### src/rtl/inst_fetch.sv
// -----------------------------------------------------------------------------
// inst_fetch
// Instruction fetch unit between the PC register and a byte-wide unified RAM.
// A 32-bit little-endian instruction is assembled from four sequential byte
// reads (RAM returns data one cycle after the address) and presented to the
// IF/ID register as a one-cycle inst_valid_o pulse. stall_o holds the core
// while a fetch is outstanding.
//
// Optional feature, macro ICACHE_EN: a direct-mapped, one-word-per-line
// instruction cache with ICACHE_LINES entries that returns hits in one cycle.
// Without the macro, no cache storage exists and every fetch takes the
// six-cycle miss path.
// -----------------------------------------------------------------------------
module inst_fetch #(
    parameter int ADDR_WIDTH   = 32,
    parameter int ICACHE_LINES = 64
) (
    input  logic                  clk,
    input  logic                  rst,
    input  logic                  req_i,
    input  logic [ADDR_WIDTH-1:0] pc_i,
    input  logic                  flush_i,
    output logic [31:0]           inst_o,
    output logic                  inst_valid_o,
    output logic                  stall_o,
    output logic [ADDR_WIDTH-1:0] mem_a_o,
    input  logic [7:0]            mem_din_i,
    output logic                  mem_wr_o
);

    // RD0..RD2 issue addresses wa+1..wa+3; RD1..WAIT capture bytes 0..3,
    // each arriving one cycle after its address was presented.
    typedef enum logic [2:0] {
        S_IDLE = 3'd0,
        S_HIT  = 3'd1,
        S_RD0  = 3'd2,
        S_RD1  = 3'd3,
        S_RD2  = 3'd4,
        S_RD3  = 3'd5,
        S_WAIT = 3'd6,
        S_DONE = 3'd7
    } state_t;

    state_t                r_state;
    state_t                w_state_nxt;

    logic [ADDR_WIDTH-1:0] r_wa;        // word address latched on acceptance
    logic [ADDR_WIDTH-1:0] r_mem_a;
    logic [31:0]           r_inst;
    logic [7:0]            r_b0;
    logic [7:0]            r_b1;
    logic [7:0]            r_b2;

    logic [ADDR_WIDTH-1:0] w_wa;        // word-aligned view of pc_i
    logic                  w_accept;    // request taken in IDLE this cycle
    logic                  w_fill;      // completed miss writes the cache
    logic                  w_hit;       // pc_i hits a valid cache line
    logic [31:0]           w_hit_word;
    logic                  w_valid_q;   // DONE/HIT: a result is on inst_o
    logic                  w_unused;

    assign w_wa = {pc_i[ADDR_WIDTH-1:2], 2'b00};

    // State register; synchronous reset aborts any fetch in flight.
    // NOTE: sequential blocks use non-blocking (<=) so every flop samples the
    // pre-edge values of the others, independent of block evaluation order.
    always_ff @(posedge clk) begin
        if (rst) begin
            r_state <= S_IDLE;
        end else begin
            r_state <= w_state_nxt;
        end
    end

    // Next-state logic plus the accept/fill strobes; flush overrides all.
    // NOTE: every output of this block is given a default first so no path
    // leaves it unassigned, which would otherwise infer a latch.
    always_comb begin
        w_state_nxt = r_state;
        w_accept    = 1'b0;
        w_fill      = 1'b0;
        case (r_state)
            S_IDLE: begin
                // A flush in the same cycle defers acceptance to the next one.
                if (req_i && !flush_i) begin
                    w_accept    = 1'b1;
                    w_state_nxt = w_hit ? S_HIT : S_RD0;
                end
            end
            S_HIT:  w_state_nxt = S_IDLE;
            S_RD0:  w_state_nxt = S_RD1;
            S_RD1:  w_state_nxt = S_RD2;
            S_RD2:  w_state_nxt = S_RD3;
            S_RD3:  w_state_nxt = S_WAIT;
            S_WAIT: w_state_nxt = S_DONE;
            S_DONE: begin
                w_fill      = !flush_i;
                w_state_nxt = S_IDLE;
            end
            default: w_state_nxt = S_IDLE;
        endcase
        if (flush_i && r_state != S_IDLE) begin
            w_state_nxt = S_IDLE;
        end
    end

    // Address sequencing, byte capture and instruction assembly.
    always_ff @(posedge clk) begin
        if (rst) begin
            r_wa    <= '0;
            r_mem_a <= '0;
            r_inst  <= '0;
            r_b0    <= '0;
            r_b1    <= '0;
            r_b2    <= '0;
        end else begin
            case (r_state)
                S_IDLE: begin
                    if (w_accept) begin
                        r_wa <= w_wa;
                        if (w_hit) begin
                            r_inst <= w_hit_word;
                        end else begin
                            r_mem_a <= w_wa;
                        end
                    end
                end
                // Increments wrap modulo 2^ADDR_WIDTH by construction.
                S_RD0: r_mem_a <= r_wa + ADDR_WIDTH'(1);
                S_RD1: begin
                    r_mem_a <= r_wa + ADDR_WIDTH'(2);
                    r_b0    <= mem_din_i;
                end
                S_RD2: begin
                    r_mem_a <= r_wa + ADDR_WIDTH'(3);
                    r_b1    <= mem_din_i;
                end
                S_RD3: r_b2 <= mem_din_i;
                S_WAIT: begin
                    // A flushed fetch leaves the previous instruction untouched.
                    if (!flush_i) begin
                        r_inst <= {mem_din_i, r_b2, r_b1, r_b0};
                    end
                end
                default: ;
            endcase
        end
    end

`ifdef ICACHE_EN
    localparam int INDEX_W = $clog2(ICACHE_LINES);
    localparam int TAG_W   = ADDR_WIDTH - 2 - INDEX_W;

    logic [31:0]             r_line_data [ICACHE_LINES];
    logic [TAG_W-1:0]        r_line_tag  [ICACHE_LINES];
    logic [ICACHE_LINES-1:0] r_line_valid;

    logic [INDEX_W-1:0]      w_rd_index;
    logic [TAG_W-1:0]        w_rd_tag;
    logic [INDEX_W-1:0]      w_wr_index;
    logic [TAG_W-1:0]        w_wr_tag;

    // Lookup uses the live pc_i; the fill uses the address latched at accept.
    assign w_rd_index = w_wa[INDEX_W+1:2];
    assign w_rd_tag   = w_wa[ADDR_WIDTH-1:INDEX_W+2];
    assign w_wr_index = r_wa[INDEX_W+1:2];
    assign w_wr_tag   = r_wa[ADDR_WIDTH-1:INDEX_W+2];

    assign w_hit      = r_line_valid[w_rd_index] && (r_line_tag[w_rd_index] == w_rd_tag);
    assign w_hit_word = r_line_data[w_rd_index];

    // Line valid bits: cleared by reset, set when a miss completes.
    always_ff @(posedge clk) begin
        if (rst) begin
            r_line_valid <= '0;
        end else if (w_fill) begin
            r_line_valid[w_wr_index] <= 1'b1;
        end
    end

    // Line data and tag; a completed miss overwrites any conflicting line.
    // NOTE: the storage arrays are deliberately not reset; the valid bits
    // alone decide whether a line's contents may be used.
    always_ff @(posedge clk) begin
        if (w_fill) begin
            r_line_data[w_wr_index] <= r_inst;
            r_line_tag[w_wr_index]  <= w_wr_tag;
        end
    end

    assign w_unused = ^pc_i[1:0];
`else
    assign w_hit      = 1'b0;
    assign w_hit_word = '0;
    assign w_unused   = ^{pc_i[1:0], w_fill, ICACHE_LINES[0]};
`endif

    assign w_valid_q    = (r_state == S_DONE) || (r_state == S_HIT);
    assign inst_valid_o = w_valid_q & ~flush_i;
    assign inst_o       = r_inst;
    assign stall_o      = req_i & ~inst_valid_o;
    assign mem_a_o      = r_mem_a;
    assign mem_wr_o     = 1'b0;

endmodule

### config.mk
export PLATFORM = sky130hd
export DESIGN_NAME = inst_fetch
export DESIGN_NICKNAME = d
export VERILOG_FILES = /design/src/rtl/inst_fetch.sv
export SDC_FILE = /design/constraint.sdc
export NUM_CORES = 1
export LEC_CHECK = 0
export CORE_ASPECT_RATIO = 1.4
export CORE_MARGIN = 3
export CORE_UTILIZATION = 55
export DETAILED_ROUTE_END_ITERATION = 6
export HOLD_SLACK_MARGIN = 0.06
export PLACE_DENSITY_LB_ADDON = 0.12
export SKIP_CTS_REPAIR_TIMING = 1
export SYNTH_ARGS = -nofsm -noshare
export SYNTH_HDL_FRONTEND = slang
export SYNTH_SLANG_ARGS = --single-unit
### constraint.sdc
create_clock -name clk -period 2.2 [get_ports clk]
set_input_delay 0.55 -clock clk [delete_from_list [all_inputs] [get_ports clk]]
set_output_delay 0.55 -clock clk [all_outputs]
set_load 0.03 [all_outputs]
==> impl_metrics.sql, run 1 <==
INSERT INTO impl_metrics (metric_group, metric, value, unit) VALUES
('critical_path', 'crit_path_start_kind', 'input port', ''),
('timing', 'final.setup.worst_slack', '0.1070', 'ns'),
('placement', 'routabilityCongestion', '0.7795', ''),
('cells_and_area', 'layout.cells.most_common_list', 'sky130_fd_sc_hd__nand2_1, sky130_fd_sc_hd__dfxtp_1, sky130_fd_sc_hd__clkdlybuf4s50_1, sky130_fd_sc_hd__a21oi_1, sky130_fd_sc_hd__nor2_1', ''),
('timing', 'setup_tns', '0', 'ns'),
('placement', 'placement.cell_area', '6247', 'um^2'),
('timing', 'slew_viol_final', '0', ''),
('synthesis', 'synth.yosys.seq_area_share', '0.4656', ''),
('clock_tree', 'cts_max_level', '4', ''),
('clock_tree', 'cts_num_sinks', '121', ''),
('floorplanning', 'initial_core_util', '0.5697', ''),
('grt', 'first_global_vias', '4397', ''),
('cells_and_area', 'finalInstanceArea', '6872', 'um^2'),
('clock_tree', 'numCtsBuffers', '17', ''),
('status', 'run_status', 'complete, no violations', ''),
('placement', 'place_hpwl', '8.207', 'mm'),
('timing', 'worst_slew_margin_rel', '0.5391', ''),
('route', 'detail_route.drc_violations', '0', ''),
('cells_and_area', 'most_common_library_cell_in_the_layout_ignoring_fill_and_taps', 'sky130_fd_sc_hd__nand2_1', ''),
('synthesis', 'yosysUniqueCellTypes', '34', ''),
('timing', 'hold_violations', '0', ''),
('grt', 'grt_pass1_wl', '21.07', 'mm'),
('pwr', 'power_per_cell_area', '858.3', 'nW/um^2'),
('route', 'postRouteAntennaNets', '0', ''),
('floorplanning', 'floorplan.die_area', '10680', 'um^2'),
('clock_tree', 'clk_transition_reported_paths', '0.06', 'ns'),
('placement', 'placement.setup.worst_slack', '-0.1056', 'ns'),
('synthesis', 'synth_ff_type', 'sky130_fd_sc_hd__dfxtp_1', ''),
('critical_path', 'critPathCaptureType', 'output port', ''),
('floorplanning', 'core_area', '9131', 'um^2'),
('grt', 'grt_usage', '0.2516', ''),
('synthesis', 'synthesis.instances', '564', ''),
('cells_and_area', 'final_cell_count_no_fill', '776', ''),
('synthesis', 'synth_nets', '608', ''),
('route', 'wl_per_cell', '16.53', 'um'),
('cells_and_area', 'drive_gt1_frac', '0.1928', ''),
('grt', 'total_global_routing_overflow', '0', ''),
('route', 'initialDrtViolationCount', '175', ''),
('synthesis', 'yosys_register_bits', '121', ''),
('floorplanning', 'io_pins', '111', ''),
('timing', 'grt_setup_unrepaired', 'no', ''),
('min_path', 'worstHoldPathCells', '2', ''),
('timing', 'finalCritPeriodShare', '0.9514', ''),
('clock_tree', 'clockRootBuffer', 'sky130_fd_sc_hd__clkbuf_16', ''),
('critical_path', 'critical_path_required', '1.65', 'ns'),
('floorplanning', 'die_y', '121.1', 'um'),
('timing', 'final.setup_skew', '0.007909', 'ns'),
('clock_tree', 'clkLatencyLatePin', '0.41', 'ns'),
('min_path', 'hold_class', 'reg -> reg', ''),
('cells_and_area', 'design.final.nets', '700', ''),
('cells_and_area', 'area_growth_syn_to_layout', '32.08', '%'),
('synthesis', 'synth_area', '5202', 'um^2'),
('critical_path', 'timing.critical_path.cells', 'clkdlybuf4s50_1 > and3b_1 > nor2b_1 > buf_4', ''),
('clock_tree', 'cts_tree', 'yes', ''),
('timing', 'holdWs', '0.4510', 'ns'),
('floorplanning', 'total_number_of_placement_rows', '41', ''),
('pwr', 'ir_worst_vdd', '517.4', 'uV'),
('critical_path', 'cpPeakStageDelay', '0.50', 'ns'),
('route', 'detail_route.first_pass.iterations', '4', ''),
('timing', 'report.final.setup_viol', '0', ''),
('grt', 'antenna_found_initial', '0', ''),
('timing', 'fin_crit', '2.093', 'ns'),
('critical_path', 'worst_path_max_delay_cell', 'sky130_fd_sc_hd__clkdlybuf4s50_1', ''),
('cells_and_area', 'diodes', '0', ''),
('timing', 'achievable-frequency', '477.8', 'MHz'),
('placement', 'place.detailed.instances', '744', ''),
('critical_path', 'crit_fanout', '3', ''),
('route', 'detail_route.wirelength', '12.83', 'mm'),
('clock_tree', 'cts_max_path_buffers', '2', ''),
('synthesis', 'yosysWarningCount', '0', ''),
('cells_and_area', 'fillers', '685', '');
## synth_stat cells, types with 3 or more instances
cell / number / share of area
sky130_fd_sc_hd__nand3_1: 3 / 0.0029
sky130_fd_sc_hd__buf_4: 9 / 0.013
sky130_fd_sc_hd__clkbuf_1: 13 / 0.0094
sky130_fd_sc_hd__nor3_1: 12 / 0.012
sky130_fd_sc_hd__buf_2: 13 / 0.013
sky130_fd_sc_hd__mux2i_1: 16 / 0.031
sky130_fd_sc_hd__nand2_1: 142 / 0.10
sky130_fd_sc_hd__mux2_2: 29 / 0.063
sky130_fd_sc_hd__a21oi_1: 72 / 0.069
sky130_fd_sc_hd__a221oi_1: 9 / 0.015
sky130_fd_sc_hd__nor2_1: 49 / 0.035
sky130_fd_sc_hd__nor3_2: 20 / 0.038
sky130_fd_sc_hd__dfxtp_1: 121 / 0.47
sky130_fd_sc_hd__a221oi_2: 21 / 0.061
sky130_fd_sc_hd__buf_6: 13 / 0.028
## worst max-delay path: cells and delay by family
family                 cells  cell delay (ns)
AND/OR/NAND/NOR            2             0.31
buffers and inverters      2             0.67
## where the power goes
part / internal, uW / total, uW / switching [uW]
registers: 2270 / 2330 / 55.3
logic: 306 / 680 / 373
clock network: 1900 / 2890 / 993
## flip-flops by register name, summed over array words and instances, names as in the netlist
register  flops
inst_o       32
mem_a_o      32
r_wa         30
r_b0          8
r_b1          8
r_b2          8
r_state       3
## through the flow
step / total power [uW] / utilization
2_1_floorplan: 2796 / -
3_5_place_dp: 3056 / 0.6842
6_report: 5898 / 0.7525
4_1_cts: 5944 / 0.7525
3_3_place_gp: 3033 / 0.6842
5_1_grt: 6093 / 0.7525
## cell families after synthesis
group,count (synthesis),share of synthesized area
compound gates,107,0.1551
xor+xnor,2,0.003368
simple gates,236,0.2059
flops,121,0.4656
other cells,1,0.0007208
buf+inv,51,0.07143
mux,46,0.09788
## final cells by class
type | count | area [um^2] | share of cell area
Sequential cell | 121 | 2424 | 0.3527
Multi-Input combinational cell | 392 | 2415 | 0.3514
Inverter | 1 | 3.754 | 0.0005462
Clock inverter | 11 | 143.9 | 0.02094
Tap cell | 107 | 133.9 | 0.01948
Timing Repair Buffer | 123 | 1271 | 0.1850
Clock buffer | 21 | 480.5 | 0.06992
## layer usage
layer	GRT usage	up-vias	share of wire
li1	-	2122	-
met1	0.2851	2128	0.40
met2	0.4321	118	0.53
met3	0.07880	17	0.061
met4	0.09830	0	0.016
met5	0	-	0
## worst paths after layout
| kind | from | to | slack [ns] |
|---|---|---|---|
| worst min register to register | r_b1[5] | inst_o[13] | 0.45 |
| worst max register to register | r_state[1] | mem_a_o[13] | 0.36 |
| worst max-delay path | flush_i | stall_o | 0.11 |
| worst min-delay path | r_b1[5] | inst_o[13] | 0.45 |
Power figures use the tool's default switching activity.
==> run 2: changes to the inputs <==
Settings changed: CORE_UTILIZATION 55 to 36.
==> run 2 against run 1 <==
  * Clock power shrank 12%
  * Clock skew shrank 0.0016 ns
  * Hold slack lost 0.067 ns
  * Routed wire length grew 7.2%
  * Critical path depth is the same
  * Clock-buffer cell count grew 2
  * Utilization shrank 26 points
  * First-iteration DRC count shrank 13%
  * Non-clock buffer count grew 6
  * Die area grew 49%
  * Via count shrank 1.5%
  * Critical path type unchanged
  * Largest cell class unchanged
==> impl_metrics.sql, run 2 (synthesized netlist as in run 1, its figures left out) <==
INSERT INTO impl_metrics (metric_group, metric, value, unit) VALUES
('cells_and_area', 'layout.cells.most_common_list', 'sky130_fd_sc_hd__nand2_1, sky130_fd_sc_hd__dfxtp_1, sky130_fd_sc_hd__clkdlybuf4s50_1, sky130_fd_sc_hd__a21oi_1, sky130_fd_sc_hd__nor2_1', ''),
('critical_path', 'critPathCaptureType', 'output port', ''),
('route', 'detail_route.first_pass.iterations', '6', ''),
('cells_and_area', 'drive_gt1_frac', '0.1929', ''),
('critical_path', 'worst_ep_arrival_time', '1.56', 'ns'),
('floorplanning', 'core_area', '14040', 'um^2'),
('timing', 'finalCritPeriodShare', '0.9609', ''),
('timing', 'setup_tns', '0', 'ns'),
('critical_path', 'critical_path_required', '1.65', 'ns'),
('timing', 'worst_slew_margin_rel', '0.5895', ''),
('grt', 'total_global_routing_overflow', '0', ''),
('route', 'routed_vias_inst', '5.022', ''),
('pwr', 'ir_worst_vdd', '397.4', 'uV'),
('placement', 'routabilityCongestion', '0.7395', ''),
('critical_path', 'crit_fanout', '3', ''),
('clock_tree', 'cts_max_level', '4', ''),
('clock_tree', 'cts_max_path_buffers', '2', ''),
('route', 'initialDrtViolationCount', '152', ''),
('grt', 'antenna_found_initial', '1', ''),
('route', 'wl_per_cell', '16.00', 'um'),
('timing', 'fin_crit', '2.114', 'ns'),
('timing', 'report.final.setup_viol', '0', ''),
('floorplanning', 'io_pins', '111', ''),
('pwr', 'power_per_cell_area', '806.1', 'nW/um^2'),
('grt', 'grt_pass1_wl', '22.04', 'mm'),
('route', 'routed-via-count', '4319', ''),
('timing', 'achievable-frequency', '473.0', 'MHz'),
('clock_tree', 'clockRootBuffer', 'sky130_fd_sc_hd__clkbuf_16', ''),
('timing', 'hold_violations', '0', ''),
('cells_and_area', 'area_growth_syn_to_layout', '32.78', '%'),
('timing', 'slew_viol_final', '0', ''),
('clock_tree', 'clkLatencyLatePin', '0.40', 'ns'),
('timing', 'holdWs', '0.3838', 'ns'),
('floorplanning', 'chipWidth', '107.6', 'um'),
('pwr', 'p_leak', '0.002542', 'uW'),
('timing', 'timing_worst_slew_pin_value', '0.6138', 'ns'),
('pwr', 'fin_total_pwr', '5569', 'uW'),
('route', 'detail_route.wirelength', '13.76', 'mm'),
('clock_tree', 'cts_num_sinks', '121', ''),
('floorplanning', 'die_y', '148.2', 'um'),
('clock_tree', 'cts_tree', 'yes', ''),
('clock_tree', 'clk_transition_reported_paths', '0.05', 'ns'),
('grt', 'grt_usage', '0.1745', ''),
('timing', 'grt_setup_unrepaired', 'no', ''),
('floorplanning', 'floorplan.die_area', '15950', 'um^2'),
('floorplanning', 'total_number_of_placement_rows', '51', ''),
('placement', 'place_hpwl', '9.168', 'mm'),
('critical_path', 'crit_path_start_kind', 'input port', ''),
('grt', 'grt_max_degree', '65', ''),
('cells_and_area', 'most_common_library_cell_in_the_layout_ignoring_fill_and_taps', 'sky130_fd_sc_hd__nand2_1', ''),
('placement', 'placement.io_buffers', '107', ''),
('min_path', 'hold_class', 'in -> reg', ''),
('cells_and_area', 'design.final.nets', '706', ''),
('job', 'cap_violations', '0', ''),
('route', 'postRouteAntennaNets', '0', ''),
('floorplanning', 'initial_core_util', '0.3706', ''),
('timing', 'final.setup_skew', '0.006279', 'ns'),
('status', 'run_status', 'complete, no violations', ''),
('route', 'detail_route.drc_violations', '0', ''),
('grt', 'first_global_vias', '4450', ''),
('critical_path', 'timing_worst_setup_path_type', 'in -> out', ''),
('clock_tree', 'numCtsBuffers', '17', '');
==> run 2: cell type report <==
cell class	count	area [um^2]
diodes	1	2.502
clock buffers	23	467.9
clock inverters	8	72.57
fillers	1355	7131
inverters	1	3.754
multi-input cells	392	2415
flip-flops and latches	121	2424
well taps	185	231.5
repair buffers	129	1291
==> run 2: critical path: stages <==
cell	delay, ns
sky130_fd_sc_hd__clkdlybuf4s50_1	0.50
sky130_fd_sc_hd__and3b_1	0.22
sky130_fd_sc_hd__nor2b_1	0.13
sky130_fd_sc_hd__buf_4	0.17
==> run 2: where the power goes <==
group          internal [uW]  leakage [uW]  switching [uW]
registers               2280      0.000985            51.8
clock network           1600      0.000259             948
logic                    317       0.00130             380
==> run 2: final timing paths <==
kind / slack, ns / cells after the start / endpoint / startpoint
setup / recovery: 0.09 / 4 / stall_o / flush_i
hold / removal: 0.38 / 2 / mem_a_o[13] / rst
setup reg to reg: 0.48 / 4 / mem_a_o[4] / r_state[1]
hold reg to reg: 0.45 / 2 / inst_o[12] / r_b1[4]
==> run 2: stage by stage <==
step,utilization,worst slack (ns),instance area (um^2),cells
2_1_floorplan,-,0.1796,5202,564
3_3_place_gp,0.4534,0.03154,6365,828
3_5_place_dp,0.4534,0.03302,6365,828
4_1_cts,0.4919,0.07848,6905,859
5_1_grt,0.4921,0.04520,6908,860
6_report,0.4921,0.08602,6908,860
==> run 2: per-layer routing <==
layer	part of all wire	wire length, um	GRT usage
met1	0.40	5521	0.1880
met4	0.011	150	0.06128
met3	0.047	644	0.04559
met2	0.54	7444	0.3241
met5	0	0	0
==> run 3: changes to the inputs <==
Clock period 2.2 ns to 2 ns, I/O delays scaled along.
==> run 3 against run 2 <==
  * Via count decreased by 0.23%
  * Critical path depth unchanged
  * Critical endpoint is now inst_valid_o
  * Die area unchanged
  * Clock skew increased by 0.00092 ns
==> impl_metrics.sql, run 3 (synthesized netlist as in run 1, its figures left out) <==
INSERT INTO impl_metrics (metric_group, metric, value, unit) VALUES
('status', 'run_status', 'complete, no violations', ''),
('route', 'routed-wl-met3', '576', 'um'),
('placement', 'place.detailed.instances', '834', ''),
('clock_tree', 'numCtsBuffers', '17', ''),
('placement', 'placement.io_buffers', '107', ''),
('timing', 'achievable-frequency', '511.6', 'MHz'),
('critical_path', 'worst_r2r_path_depth', '5', ''),
('min_path', 'hold_end', 'inst_o[15]', ''),
('critical_path', 'critical_path_required', '1.50', 'ns'),
('critical_path', 'reg2reg_to', 'mem_a_o[5]', ''),
('clock_tree', 'cts_tree', 'yes', ''),
('pwr', 'p_leak', '0.002664', 'uW'),
('floorplanning', 'core_area', '14040', 'um^2'),
('cells_and_area', 'diodes', '0', ''),
('placement', 'place_hpwl', '8.944', 'mm'),
('clock_tree', 'clkLatencyLatePin', '0.41', 'ns'),
('critical_path', 'cpPeakStageDelay', '0.37', 'ns'),
('clock_tree', 'clk_transition_reported_paths', '0.05', 'ns'),
('clock_tree', 'cts_max_path_buffers', '2', ''),
('timing', 'final.setup.worst_slack', '0.04546', 'ns'),
('critical_path', 'worst_ep_arrival_time', '1.45', 'ns'),
('route', 'route.met2.wl', '6.999', 'mm'),
('placement', 'placement.setup.worst_slack', '-0.08617', 'ns'),
('timing', 'fin_crit', '1.955', 'ns'),
('clock_tree', 'cts_max_level', '4', ''),
('placement', 'routabilityCongestion', '0.7466', ''),
('grt', 'first_global_vias', '4437', ''),
('timing', 'slew_viol_final', '0', ''),
('floorplanning', 'initial_core_util', '0.3706', ''),
('timing', 'finalCritPeriodShare', '0.9773', ''),
('critical_path', 'timing.critical_path.cells', 'xnor2_2 > and3b_1 > buf_4 > buf_4', ''),
('timing', 'final.setup_skew', '0.007200', 'ns'),
('route', 'postRouteAntennaNets', '0', ''),
('pwr', 'power_per_cell_area', '872.7', 'nW/um^2'),
('critical_path', 'timing_worst_setup_path_type', 'reg -> out', ''),
('route', 'top_routing_layer_in_use', 'met4', ''),
('floorplanning', 'chipWidth', '107.6', 'um'),
('cells_and_area', 'drive_gt1_frac', '0.2135', ''),
('min_path', 'worstHoldStart', 'r_b1[7]', ''),
('cells_and_area', 'most_common_library_cell_in_the_layout_ignoring_fill_and_taps', 'sky130_fd_sc_hd__nand2_1', ''),
('critical_path', 'timing.reg2reg.setup_slack', '0.40', 'ns'),
('min_path', 'hold_class', 'reg -> reg', ''),
('timing', 'report.final.setup_viol', '0', ''),
('critical_path', 'r2r-start', 'r_state[1]', ''),
('critical_path', 'critPathCaptureType', 'output port', ''),
('route', 'm1_wire_length', '5.488', 'mm'),
('placement', 'placement.cell_area', '6460', 'um^2'),
('timing', 'hold_violations', '0', ''),
('route', 'routed_vias_inst', '4.959', ''),
('floorplanning', 'total_number_of_placement_rows', '51', ''),
('critical_path', 'crit_path_start_kind', 'flop', ''),
('grt', 'grt_usage', '0.1720', ''),
('route', 'detail_route.drc_violations', '0', ''),
('critical_path', 'crit_fanout', '6', ''),
('timing', 'holdWs', '0.4526', 'ns'),
('grt', 'antenna_found_initial', '0', ''),
('timing', 'setup_tns', '0', 'ns'),
('min_path', 'worstHoldPathCells', '2', ''),
('cells_and_area', 'area_growth_syn_to_layout', '35.79', '%'),
('route', 'wl_per_cell', '15.17', 'um'),
('clock_tree', 'cts_num_sinks', '121', ''),
('clock_tree', 'clockRootBuffer', 'sky130_fd_sc_hd__clkbuf_16', ''),
('grt', 'grt_pass1_wl', '21.82', 'mm'),
('cells_and_area', 'final_cell_count_no_fill', '869', ''),
('critical_path', 'worst_path_max_delay_cell', 'sky130_fd_sc_hd__dfxtp_4', ''),
('cells_and_area', 'design.final.nets', '715', ''),
('critical_path', 'cp_dominant_cell_by_count', 'sky130_fd_sc_hd__buf_4', ''),
('cells_and_area', 'finalInstanceArea', '7064', 'um^2'),
('pwr', 'ir_worst_vdd', '496.2', 'uV'),
('route', 'detail_route.wirelength', '13.19', 'mm'),
('job', 'cap_violations', '0', ''),
('critical_path', 'critical_path.top_delay_family', 'flip-flops', ''),
('floorplanning', 'io_pins', '111', ''),
('grt', 'total_global_routing_overflow', '0', ''),
('floorplanning', 'die_y', '148.2', 'um'),
('route', 'initialDrtViolationCount', '112', ''),
('route', 'detail_route.first_pass.iterations', '4', ''),
('cells_and_area', 'layout.cells.most_common_list', 'sky130_fd_sc_hd__nand2_1, sky130_fd_sc_hd__dfxtp_1, sky130_fd_sc_hd__clkdlybuf4s50_1, sky130_fd_sc_hd__a21oi_1, sky130_fd_sc_hd__nor2_1', ''),
('grt', 'grt_max_degree', '35', ''),
('critical_path', 'critical_path.n_buffers_inverters', '2', ''),
('floorplanning', 'floorplan.die_area', '15950', 'um^2'),
('route', 'routed-via-count', '4309', '');
run 3: changes by cell type in the layout (fill, tap and decap cells not counted), moves of 2 or more:
cell / before / now
sky130_fd_sc_hd__buf_4: 20 / 25
sky130_fd_sc_hd__buf_12: 5 / 9
sky130_fd_sc_hd__clkdlybuf4s50_1: 104 / 100
sky130_fd_sc_hd__clkinvlp_4: 3 / 7
sky130_fd_sc_hd__dlymetal6s2s_1: 0 / 4
sky130_fd_sc_hd__clkbuf_1: 4 / 1
sky130_fd_sc_hd__clkinv_4: 0 / 3
sky130_fd_sc_hd__clkbuf_8: 2 / 0
sky130_fd_sc_hd__clkinv_2: 4 / 2
sky130_fd_sc_hd__dfxtp_1: 120 / 118
sky130_fd_sc_hd__dfxtp_4: 0 / 2
run 3: how the worst max path moves through the flow:
stage,startpoint,endpoint,cells after the start
final,r_state[1],inst_valid_o,4
after global routing,r_state[1],inst_valid_o,4
after CTS,r_state[1],inst_valid_o,4
after detailed placement,req_i,mem_a_o[5],6
after global placement,req_i,mem_a_o[5],6
after floorplan,r_state[1],stall_o,5
run 3: worst reg2reg max path, stage by stage (launching register included):
cell,delay (ns)
sky130_fd_sc_hd__dfxtp_4,0.40
sky130_fd_sc_hd__buf_4,0.15
sky130_fd_sc_hd__buf_4,0.20
sky130_fd_sc_hd__mux2_2,0.35
sky130_fd_sc_hd__a221oi_1,0.29
sky130_fd_sc_hd__nor3_1,0.08
run 3: layer usage:
metal / vias up / global-route usage
met1: 2068 / 0.1936
met3: 11 / 0.04733
met4: 0 / 0.04864
met2: 83 / 0.3141
li1: 2147 / -
met5: - / 0
run 3: stage by stage:
step	util	power, uW
after floorplan	-	3076
after CTS	0.4998	6256
final	0.5032	6165
after global routing	0.5032	6424
after global placement	0.4602	3375
after detailed placement	0.4602	3390
run 3: layout make-up:
cell class	instances	area, um^2
tap	185	231.5
sequential	121	2431
timing repair buffer	138	1419
clock inverter	14	127.6
multi-input combinational	392	2422
inverter	1	3.754
clock buffer	18	429.2
fill	1385	6974
run 3: power breakdown:
part	switching [uW]	total (uW)	internal [uW]
Combinational	412	772	360
Clock	1130	2840	1710
Sequential	58.9	2560	2500
Total	1600	6170	4570
